==> src/rtl/dds_sweep_ctrl.sv <==
`default_nettype none
// ============================================================================
// Module      : dds_sweep_ctrl
// Description : Control sequencer for dac_engine. It loads the 512-entry wave
//               table from a valid/ready word stream, runs linear frequency
//               sweeps or a fixed tone with a programmable dwell per step,
//               and gates dds_enable.
// Revision    : 1.0 - initial release
// ============================================================================
module dds_sweep_ctrl #(
    parameter int FREQ_W  = 32,
    parameter int ADDR_W  = 9,
    parameter int DATA_W  = 16,
    parameter int DWELL_W = 24
) (
    input  logic               clk,
    input  logic               rst_n,
    // wave table load stream
    input  logic               load_req,
    input  logic               tbl_valid,
    input  logic [DATA_W-1:0]  tbl_data,
    output logic               tbl_ready,
    // sweep control
    input  logic               start,
    input  logic               abort,
    input  logic [FREQ_W-1:0]  cfg_f_start,
    input  logic [FREQ_W-1:0]  cfg_f_stop,
    input  logic [FREQ_W-1:0]  cfg_f_step,
    input  logic [DWELL_W-1:0] cfg_dwell,
    input  logic               cfg_loop,
    // dac_engine control
    output logic               dds_enable,
    output logic [FREQ_W-1:0]  frequency,
    output logic               wave_wr_en,
    output logic [ADDR_W-1:0]  wave_addr,
    output logic [DATA_W-1:0]  wave_data,
    // status
    output logic               busy,
    output logic               done
);

    // ------------------------------------------------------------------------
    // State encoding and constants
    // ------------------------------------------------------------------------
    localparam logic [1:0]        c_IDLE      = 2'd0;
    localparam logic [1:0]        c_LOAD      = 2'd1;
    localparam logic [1:0]        c_RUN       = 2'd2;
    localparam logic [ADDR_W-1:0] c_ADDR_LAST = {ADDR_W{1'b1}};

    // ------------------------------------------------------------------------
    // Registers
    // ------------------------------------------------------------------------
    logic [1:0]         r_state;
    logic [ADDR_W-1:0]  r_addr_cnt;
    logic [DWELL_W-1:0] r_dwell_cnt;

    // Shadow copies of the sweep configuration, frozen at start
    logic [FREQ_W-1:0]  r_sh_f_start;
    logic [FREQ_W-1:0]  r_sh_f_stop;
    logic [FREQ_W-1:0]  r_sh_f_step;
    logic [DWELL_W-1:0] r_sh_dwell;
    logic               r_sh_loop;

    // Registered outputs
    logic               r_tbl_ready;
    logic               r_dds_enable;
    logic [FREQ_W-1:0]  r_frequency;
    logic               r_wave_wr_en;
    logic [ADDR_W-1:0]  r_wave_addr;
    logic [DATA_W-1:0]  r_wave_data;
    logic               r_busy;
    logic               r_done;

    // ------------------------------------------------------------------------
    // Combinational next values
    // ------------------------------------------------------------------------
    logic [1:0]         w_state_nxt;
    logic [ADDR_W-1:0]  w_addr_cnt_nxt;
    logic [DWELL_W-1:0] w_dwell_cnt_nxt;
    logic [FREQ_W-1:0]  w_sh_f_start_nxt;
    logic [FREQ_W-1:0]  w_sh_f_stop_nxt;
    logic [FREQ_W-1:0]  w_sh_f_step_nxt;
    logic [DWELL_W-1:0] w_sh_dwell_nxt;
    logic               w_sh_loop_nxt;
    logic               w_tbl_ready_nxt;
    logic               w_dds_enable_nxt;
    logic [FREQ_W-1:0]  w_frequency_nxt;
    logic               w_wave_wr_en_nxt;
    logic [ADDR_W-1:0]  w_wave_addr_nxt;
    logic [DATA_W-1:0]  w_wave_data_nxt;
    logic               w_busy_nxt;
    logic               w_done_nxt;

    // ------------------------------------------------------------------------
    // Shared decode terms
    // ------------------------------------------------------------------------
    logic               w_accept;
    logic               w_load_last;
    logic               w_dwell_tc;
    logic               w_step_zero;
    logic [FREQ_W:0]    w_sum;
    logic               w_sum_ok;
    logic               w_sweep_end;

    // A table word is taken only while loading and advertising ready
    assign w_accept    = (r_state == c_LOAD) && tbl_valid && r_tbl_ready;
    assign w_load_last = w_accept && (r_addr_cnt == c_ADDR_LAST);

    // Dwell terminal count: the step period is shadow dwell + 1 cycles
    assign w_dwell_tc  = (r_dwell_cnt == r_sh_dwell);
    assign w_step_zero = (r_sh_f_step == {FREQ_W{1'b0}});

    // One extra bit so that an overflowing sum always compares above f_stop
    assign w_sum       = {1'b0, r_frequency} + {1'b0, r_sh_f_step};
    assign w_sum_ok    = (w_sum <= {1'b0, r_sh_f_stop});

    // Natural end of a non-looping sweep; tone mode never ends by itself
    assign w_sweep_end = (r_state == c_RUN) && !abort && w_dwell_tc &&
                         !w_step_zero && !w_sum_ok && !r_sh_loop;

    // ------------------------------------------------------------------------
    // FSM state register
    // ------------------------------------------------------------------------
    always_ff @(posedge clk) begin
        if (!rst_n) begin
            r_state <= c_IDLE;
        end else begin
            r_state <= w_state_nxt;
        end
    end

    // ------------------------------------------------------------------------
    // FSM next-state logic; load_req wins over start, abort wins over all
    // ------------------------------------------------------------------------
    always_comb begin
        w_state_nxt = r_state;
        case (r_state)
            c_IDLE: begin
                if (load_req) begin
                    w_state_nxt = c_LOAD;
                end else if (start) begin
                    w_state_nxt = c_RUN;
                end
            end
            c_LOAD: begin
                if (abort || w_load_last) begin
                    w_state_nxt = c_IDLE;
                end
            end
            c_RUN: begin
                if (abort || w_sweep_end) begin
                    w_state_nxt = c_IDLE;
                end
            end
            default: begin
                w_state_nxt = c_IDLE;
            end
        endcase
    end

    // ------------------------------------------------------------------------
    // FSM output and datapath logic, evaluated one cycle ahead of the outputs
    // ------------------------------------------------------------------------
    always_comb begin
        // Status outputs simply reflect the state being entered
        w_tbl_ready_nxt  = (w_state_nxt == c_LOAD);
        w_dds_enable_nxt = (w_state_nxt == c_RUN);
        w_busy_nxt       = (w_state_nxt != c_IDLE);
        w_done_nxt       = 1'b0;
        w_wave_wr_en_nxt = 1'b0;

        // Everything else holds unless updated below
        w_addr_cnt_nxt   = r_addr_cnt;
        w_dwell_cnt_nxt  = r_dwell_cnt;
        w_sh_f_start_nxt = r_sh_f_start;
        w_sh_f_stop_nxt  = r_sh_f_stop;
        w_sh_f_step_nxt  = r_sh_f_step;
        w_sh_dwell_nxt   = r_sh_dwell;
        w_sh_loop_nxt    = r_sh_loop;
        w_frequency_nxt  = r_frequency;
        w_wave_addr_nxt  = r_wave_addr;
        w_wave_data_nxt  = r_wave_data;

        case (r_state)
            c_IDLE: begin
                if (load_req) begin
                    w_addr_cnt_nxt = {ADDR_W{1'b0}};
                end else if (start) begin
                    // Freeze the configuration for the whole run
                    w_sh_f_start_nxt = cfg_f_start;
                    w_sh_f_stop_nxt  = cfg_f_stop;
                    w_sh_f_step_nxt  = cfg_f_step;
                    w_sh_dwell_nxt   = cfg_dwell;
                    w_sh_loop_nxt    = cfg_loop;
                    w_frequency_nxt  = cfg_f_start;
                    w_dwell_cnt_nxt  = {DWELL_W{1'b0}};
                end
            end
            c_LOAD: begin
                // A word accepted together with abort is dropped
                if (!abort && w_accept) begin
                    w_wave_wr_en_nxt = 1'b1;
                    w_wave_addr_nxt  = r_addr_cnt;
                    w_wave_data_nxt  = tbl_data;
                    w_addr_cnt_nxt   = r_addr_cnt + 1'b1;
                    w_done_nxt       = w_load_last;
                end
            end
            c_RUN: begin
                if (!abort) begin
                    if (w_dwell_tc) begin
                        w_dwell_cnt_nxt = {DWELL_W{1'b0}};
                        if (!w_step_zero) begin
                            if (w_sum_ok) begin
                                w_frequency_nxt = w_sum[FREQ_W-1:0];
                            end else if (r_sh_loop) begin
                                w_frequency_nxt = r_sh_f_start;
                            end else begin
                                // Frequency keeps its last value on exit
                                w_done_nxt = 1'b1;
                            end
                        end
                    end else begin
                        w_dwell_cnt_nxt = r_dwell_cnt + 1'b1;
                    end
                end
            end
            default: begin
                w_done_nxt = 1'b0;
            end
        endcase
    end

    // ------------------------------------------------------------------------
    // Datapath and output registers
    // ------------------------------------------------------------------------
    always_ff @(posedge clk) begin
        if (!rst_n) begin
            r_addr_cnt   <= {ADDR_W{1'b0}};
            r_dwell_cnt  <= {DWELL_W{1'b0}};
            r_sh_f_start <= {FREQ_W{1'b0}};
            r_sh_f_stop  <= {FREQ_W{1'b0}};
            r_sh_f_step  <= {FREQ_W{1'b0}};
            r_sh_dwell   <= {DWELL_W{1'b0}};
            r_sh_loop    <= 1'b0;
            r_tbl_ready  <= 1'b0;
            r_dds_enable <= 1'b0;
            r_frequency  <= {FREQ_W{1'b0}};
            r_wave_wr_en <= 1'b0;
            r_wave_addr  <= {ADDR_W{1'b0}};
            r_wave_data  <= {DATA_W{1'b0}};
            r_busy       <= 1'b0;
            r_done       <= 1'b0;
        end else begin
            r_addr_cnt   <= w_addr_cnt_nxt;
            r_dwell_cnt  <= w_dwell_cnt_nxt;
            r_sh_f_start <= w_sh_f_start_nxt;
            r_sh_f_stop  <= w_sh_f_stop_nxt;
            r_sh_f_step  <= w_sh_f_step_nxt;
            r_sh_dwell   <= w_sh_dwell_nxt;
            r_sh_loop    <= w_sh_loop_nxt;
            r_tbl_ready  <= w_tbl_ready_nxt;
            r_dds_enable <= w_dds_enable_nxt;
            r_frequency  <= w_frequency_nxt;
            r_wave_wr_en <= w_wave_wr_en_nxt;
            r_wave_addr  <= w_wave_addr_nxt;
            r_wave_data  <= w_wave_data_nxt;
            r_busy       <= w_busy_nxt;
            r_done       <= w_done_nxt;
        end
    end

    // ------------------------------------------------------------------------
    // Output ports
    // ------------------------------------------------------------------------
    assign tbl_ready  = r_tbl_ready;
    assign dds_enable = r_dds_enable;
    assign frequency  = r_frequency;
    assign wave_wr_en = r_wave_wr_en;
    assign wave_addr  = r_wave_addr;
    assign wave_data  = r_wave_data;
    assign busy       = r_busy;
    assign done       = r_done;

endmodule
`default_nettype wire

==> config.mk <==
export PLATFORM = sky130hd
export DESIGN_NAME = dds_sweep_ctrl
export DESIGN_NICKNAME = d
export VERILOG_FILES = /design/src/rtl/dds_sweep_ctrl.sv
export SDC_FILE = /design/constraint.sdc
export NUM_CORES = 1
export LEC_CHECK = 0
export BUFFER_PORTS_ARGS = -buffer_cell sky130_fd_sc_hd__buf_2
export CORE_AREA = 2 2 163 244
export CTS_BUF_LIST = sky130_fd_sc_hd__clkbuf_8 sky130_fd_sc_hd__clkbuf_16
export CTS_CLUSTER_SIZE = 30
export DETAILED_ROUTE_END_ITERATION = 16
export DIE_AREA = 0 0 165 246
export GPL_ROUTABILITY_DRIVEN = 0
export PLACE_DENSITY = 0.56
export SLEW_MARGIN = 20
export SYNTH_ARGS = -nofsm -noshare
export SYNTH_HDL_FRONTEND = slang
export SYNTH_SLANG_ARGS = --single-unit
==> constraint.sdc <==
create_clock -name clk -period 9.7 [get_ports clk]
set_clock_uncertainty 0.1 [all_clocks]
set_input_delay 0.485 -clock clk [delete_from_list [all_inputs] [get_ports clk]]
set_output_delay 0.485 -clock clk [all_outputs]
set_load 0.01 [all_outputs]
# Word level (Yosys, flattened, before mapping)
# Cells that the tools add are included.
classes:
  n_addsub: 3
  eq_ne: 14
  muxes: 29
  n_lt_le_gt_ge: 1
  n_bitwise: 1
  n_reduce_logical: 26
op_table:
  columns: ["op", "count"]
  rows:
  - ["$mux 32", 7]
  - ["$mux 24", 4]
  - ["$pmux 32 s2", 1]
  - ["$pmux 24 s2", 1]
  - ["$add 32x32->33", 1]
  - ["$le 33x32->1", 1]
  - ["$logic_not 32->1", 1]
  - ["$add 24x1->24 const B", 1]
  - ["$eq 24x24->1", 1]
  - ["$mux 9", 2]
  - ["$pmux 9 s2", 1]
  - ["$ne 2x2->1 const B", 6]
  - ["$add 9x1->9 const B", 1]
  - ["$eq 9x9->1 const B", 1]
  - ["$logic_and 1x1->1", 9]
  - ["$mux 2", 4]
  - ["$mux 1", 7]
  - ["$reduce_and 7->1", 1]
  - ["$pmux 2 s3", 1]
  - ["$reduce_and 3->1", 2]
  - ["$reduce_bool 2->1", 3]
  - ["$eq 2x1->1 const B", 2]
  - ["$eq 2x2->1 const B", 2]
  - ["$logic_not 1->1", 4]
  - ["other kinds (8)", 10]
word_totals:
  in_bits: 143
  word_cells: 90
  ff_bits: 218
  out_inout_bits: 62

# Logic depth before layout (Yosys ltp)
logic_depth:
  depth_word: 10
  ltp_mapped: 24
  ltp_nobuf: 22

# Worst setup path after synthesis
# Ideal clock, no wire load.
synth_path:
  path_type: "register -> register"
  from: "register r_frequency[0] (netlist: frequency[0])"
  to: "register r_frequency[16] (netlist: frequency[16])"
  arrival_time_ns: 4.700
  required_time_ns: 9.483
  setup_slack_ns: 4.783
  setup_time_ns: 0.117
  period_less_slack_ns: 4.917
  stages_incl_launch_ff: 24
  n_path_buf: 2
  cell_sequence: "dfxtp_1 > ha_1 > inv_1 > fa_1 > nand2b_1 > a21oi_1 > o311a_1 > a41oi_2 > o21ai_0 > a21o_1 > a221oi_1 > xnor2_1 > ha_1 > nand4_1 > nor4_1 > o21ai_0 > o21ai_0 > o211a_1 > a311oi_4 > o311a_1 > buf_4 > and2_1 > buf_4 > a22o_1"
synth_between:
  elab_chain_cells: 7
  elab_cells_between_ends: 9
  cone_classes: "1 x add/sub; 1 x order compare; 1 x eq/ne; 5 x mux; 1 x reduce/logical"
synth_rtl:
  columns: ["element", "line_no", "source"]
  rows:
  - ["start, declared", "67", "logic [FREQ_W-1:0] r_frequency;"]
  - ["start signal, assigned", "248", "r_frequency <= {FREQ_W{1'b0}};"]
  - ["start signal, assigned", "264", "r_frequency <= w_frequency_nxt;"]
  - ["$add 32x32->33 (*)", "114", "assign w_sum = {1'b0, r_frequency} + {1'b0, r_sh_f_step};"]
  - ["$le 33x32->1", "115", "assign w_sum_ok = (w_sum <= {1'b0, r_sh_f_stop});"]
  - ["$mux 32", "214", "if (w_sum_ok) begin"]
  - ["$mux 32", "213", "if (!w_step_zero) begin"]
  - ["$mux 32", "211", "if (w_dwell_tc) begin"]
  - ["$mux 32", "210", "if (!abort) begin"]
  - ["$pmux 32 s2", "184", "case (r_state)"]
# Every way passes the cells marked *; elsewhere a longest branch is shown, timed or not. The select of a mux whose other input is x is not followed.
# A chain may end at the register's enable or synchronous reset.

# Worst setup path after layout
layout_path:
  from: "register r_frequency[0] (netlist: frequency[0])"
  to: "register r_frequency[19] (netlist: frequency[19])"
# Same word-level chain as after synthesis.

==> impl_results.md <==
* H-tree lvl count at 1
* Worst-case clock buffer depth at 3
* Latest clock arrival within the worst-skew pair at 0.54 ns
* WHS at 0.0978 ns
* Critical path data required time at 10.08 ns
* Primary FF master, synth: sky130_fd_sc_hd__dfxtp_1
* Clock tree from TritonCTS: built
* Kind of cell adding the most delay to the critical path: compound AO/OA/AOI/OAI gates
* Adder-Cell Fraction of Synth Area at 0.0772
* P_sw at about 0.84 mW
* Setup TNS Final at 0 ns
* Routed via count divided by cell count at 4.92
* Sequential share of the synthesized area at 0.371
* Routed WL at approximately 36000 µm
* Outcome: finished, final reports clean
* Combinational family with the most area after synthesis: compound AO/OA/AOI/OAI gates
* Kind of start point of the critical path: flip-flop
* CP max stage cell: sky130_fd_sc_hd__and2_1
* Met2 Track Usage GR at 0.336
* Clock root buffer: sky130_fd_sc_hd__clkbuf_16
* Highest clock frequency the design can meet at 159 MHz
* Peak ir drop on the vdd network at approximately 0.00013 V
* Number of synthesized register bits at between 200 and 250
* Ranking of synthesized cells by area: sky130_fd_sc_hd__dfxtp_1 37%, sky130_fd_sc_hd__nand2_1 12%, sky130_fd_sc_hd__a21boi_0 9.8%
* End-of-flow core utilization at 0.364
* Internal power of the cells at about 1.8 mW
* Setup Fix Bufs, Post-CTS at 0
* CTS sink cnt at between 200 and 250
* Proportion of power drawn by the clock network at 0.376
* Power density over the cells at between 150 and 200 nW/µm²
* Max-cap violation count at 0
* Standard-cell row count at 88
* Post-route DRC violation count at 0
* RSZ-0062 raised after global routing: false
* Port Buffers at 204
* Full die area at 40600 µm²
* Initial drt markers at 363
* Type of the setup path with the least slack: reg -> reg
* Gate Count Post-Synth at ~1500
* Antenna violation net count after detailed routing at 0
* Ys async rst share at 0
* Net total in the final layout at 1839
* Critical Path, Cell by Cell: ha_1 > inv_1 > fa_1 > nand2b_1 > a21oi_1 > o311a_1 > a41oi_2 > o21ai_0 > a21o_1 > a221oi_1 > xnor2_1 > ha_1 > nand4_1 > nor3_1 > a221o_1 > nor3_1 > o21ai_0 > o211a_1 > a311oi_4 > o311a_1 > buf_4 > and2_1 > a22o_1
* Die H at 246 µm
* Ratio of cells with drive above 1 in the final layout at 0.166
* Compound-cell area share of the yosys netlist at 0.221
* Share of total power in sequential cells at 0.378
* Cell depth of the worst min-delay path at 3
* Worst r2r path cells at 23
* Half-perimeter wire length after placement at 27300 µm
* Synth Area in XOR/XNOR at 0.0521
* Cells resized by post-CTS repair at 0
* WP buf/inv at 2
* Remaining global-route overflow at 0
* Worst slew margin relative to its limit at 0.348
* Leading post-synthesis cells by instance count: 365 x sky130_fd_sc_hd__nand2_1, 218 x sky130_fd_sc_hd__dfxtp_1, 154 x sky130_fd_sc_hd__a21boi_0, 79 x sky130_fd_sc_hd__nor2_1, 71 x sky130_fd_sc_hd__ha_1
* Maximum number of pins on one net before global-route repair at 92
* Source of the worst register-to-register timing path: frequency[0]
* Total clock buffers created by CTS at 25
* Area grow syn2layout at 19.0%
* Number of synthesized flops with an enable pin at 0
* Least-Margin Pin Slew at around 0.98 ns
* R2r endpoint: frequency[19]
* Kind of path behind the tightest hold check: in -> reg
* Switching portion of total power at 0.320
* Cell area after synthesis at 11800 µm²
* Slack of the worst reg-to-reg path at 3.41 ns
* Leading cell type by number of instances after synthesis: sky130_fd_sc_hd__nand2_1
* Initial cell density of the core at 0.306
* Synth area leader: sky130_fd_sc_hd__dfxtp_1
* Number of pins with negative max-slew slack in the final report at 0
* Post-Synthesis Mean Instance Area at between 8 and 9 µm²
* Final setup vio count at 0
* Combinational share of power at 0.246
* Boundary Pins at 205
* Final Hold Vio Count at 0
* Post-CTS Hold Fix Bufs at 0
* Final Non-Filler Cells at 2138
* Signal arrival time at the worst endpoint at about 6.7 ns
* Initial DRT Pass Iterations at 5
* Maximum fanout along the worst path at 36
* Design Power at roughly 2.6 mW
* Endpoint of the worst hold-timing path: wave_data[0]
* Number of unique standard cell types used by synthesis at 60
* Busiest layer in global routing: met2
* Initial antenna violation count at 2
* Number of warning messages in the yosys log at 0
* Area of the core at 38400 µm²
* Leakage dissipation at 5.78 nW
* Via count of the first global-routing pass at 10400
* Crit end category: flip-flop
* Simple-gate share of the synthesized area at 0.211
* Launch instance of the worst min-delay path: tbl_data[0]
* Routing usage on met3 at 0.0231
* Min cycle time layout at 6.29 ns
* Multiplexer area fraction after synthesis at 0.0240
* Portion of synthesized cell area occupied by the leading cell type at 0.371
* Post-synthesis net count at 1680
* Clk pin slew, worst setup/hold paths at ~0.060 ns
* Overall routing resource usage at 0.176
* GR Util met1 at 0.191
* Final critical-path share of the clock period at 0.649
* Avg WL per Cell at about 17 µm
* Count of vias placed by the detailed router at 10500
* Longest individual stage delay on the worst path at 0.81 ns
* Die outline width at 165 µm
* # placed instances at 2092
* Wire length of the first global-routing pass at 55800 µm
[routing by layer]
| layer | up-vias | routed length, µm |
|---|---|---|
| met5 | - | 13 |
| met4 | 2 | 1340 |
| met3 | 63 | 1610 |
| met2 | 250 | 19100 |
| met1 | 4841 | 14300 |
| li1 | 5372 | - |
[worst register-to-register path, delay by kind of cell (launching register included)]
family                     cells  cell delay [ns]
DFF                            1             0.36
buffers and inverters          2             0.44
and+or+nand+nor                5             1.46
xor gates and xnor gates       1             0.23
adders and majority gates      3             0.86
AOI/OAI and AO/OA             12             2.81
[power groups by stage]
stage	clock network, mW	registers, mW	logic, mW
after floorplan	0	1.00	0.460
after global placement	0	1.01	0.642
after detailed placement	0	1.01	0.649
after CTS	1.02	0.988	0.652
after global routing	1.05	0.994	0.710
final	0.983	0.988	0.644
[cell type report]
type	count	area (µm²)
fill	4024	24400
multi-input combinational	1121	6910
sequential	218	4360
timing repair buffer	212	1080
clock buffer	32	722
tap	495	619
inverter	46	173
clock inverter	13	130
antenna	1	2.50
[layout by cell type (no fill, tap or decap), types with 9 or more instances in the layout]
master                      synthesis  routed
sky130_fd_sc_hd__a211oi_1          10      10
sky130_fd_sc_hd__a21boi_0         154     154
sky130_fd_sc_hd__a21o_1            21      21
sky130_fd_sc_hd__a21oi_1           68      68
sky130_fd_sc_hd__and3_1            11      11
sky130_fd_sc_hd__buf_2              2     203
sky130_fd_sc_hd__buf_4              6       9
sky130_fd_sc_hd__clkbuf_16          0      25
sky130_fd_sc_hd__dfxtp_1          218     218
sky130_fd_sc_hd__ha_1              71      70
sky130_fd_sc_hd__inv_1             46      47
sky130_fd_sc_hd__mux2i_1           26      26
sky130_fd_sc_hd__nand2_1          365     365
sky130_fd_sc_hd__nand3_1           24      24
sky130_fd_sc_hd__nand4_1           23      23
sky130_fd_sc_hd__nor2_1            79      77
sky130_fd_sc_hd__nor2b_1           14      14
sky130_fd_sc_hd__nor3_1            12      12
sky130_fd_sc_hd__nor4_1            14      14
sky130_fd_sc_hd__o21ai_0           44      44
sky130_fd_sc_hd__o2bb2ai_1         18      18
sky130_fd_sc_hd__or3_1              9       9
sky130_fd_sc_hd__xnor2_1           40      40
sky130_fd_sc_hd__xor2_1            30      30
[metrics by stage]
step                instance area, µm²  setup slack [ns]
floorplan                        11800              4.78
global placement                 13100              3.49
detailed placement               13100              3.40
CTS                              14000              3.35
global route                     14000              2.73
finish                           14000              3.41
[registers in the layout (all words and copies together), names as in the netlist]
signal	flops
done	1
r_sh_dwell	24
wave_addr	9
wave_data	16
wave_wr_en	1
r_sh_f_start	32
tbl_ready	1
r_sh_f_step	32
r_dwell_cnt	24
r_state	2
r_addr_cnt	9
frequency	32
r_sh_loop	1
busy	1
dds_enable	1
r_sh_f_stop	32
[worst max path at each step]
stage / startpoint / endpoint / slack (ns) / depth (start not counted)
after floorplan: frequency[0] / frequency[16] / 4.78 / 23
after global placement: r_sh_f_step[0] / frequency[11] / 3.49 / 23
after detailed placement: frequency[0] / frequency[11] / 3.40 / 23
after CTS: frequency[0] / frequency[11] / 3.35 / 23
after global routing: r_sh_f_step[0] / frequency[0] / 2.73 / 23
final: frequency[0] / frequency[19] / 3.41 / 23
[cells by family (layout without fill, tap and decap cells)]
| family | after synthesis | count (layout) |
|---|---|---|
| flops | 218 | 218 |
| xor+xnor | 70 | 70 |
| fa+ha+maj | 72 | 72 |
| mux | 28 | 28 |
| buf+inv | 126 | 303 |
| compound gates | 371 | 371 |
| simple gates | 580 | 580 |
| other cells | 0 | 1 |
Power figures use the tool's default switching activity.
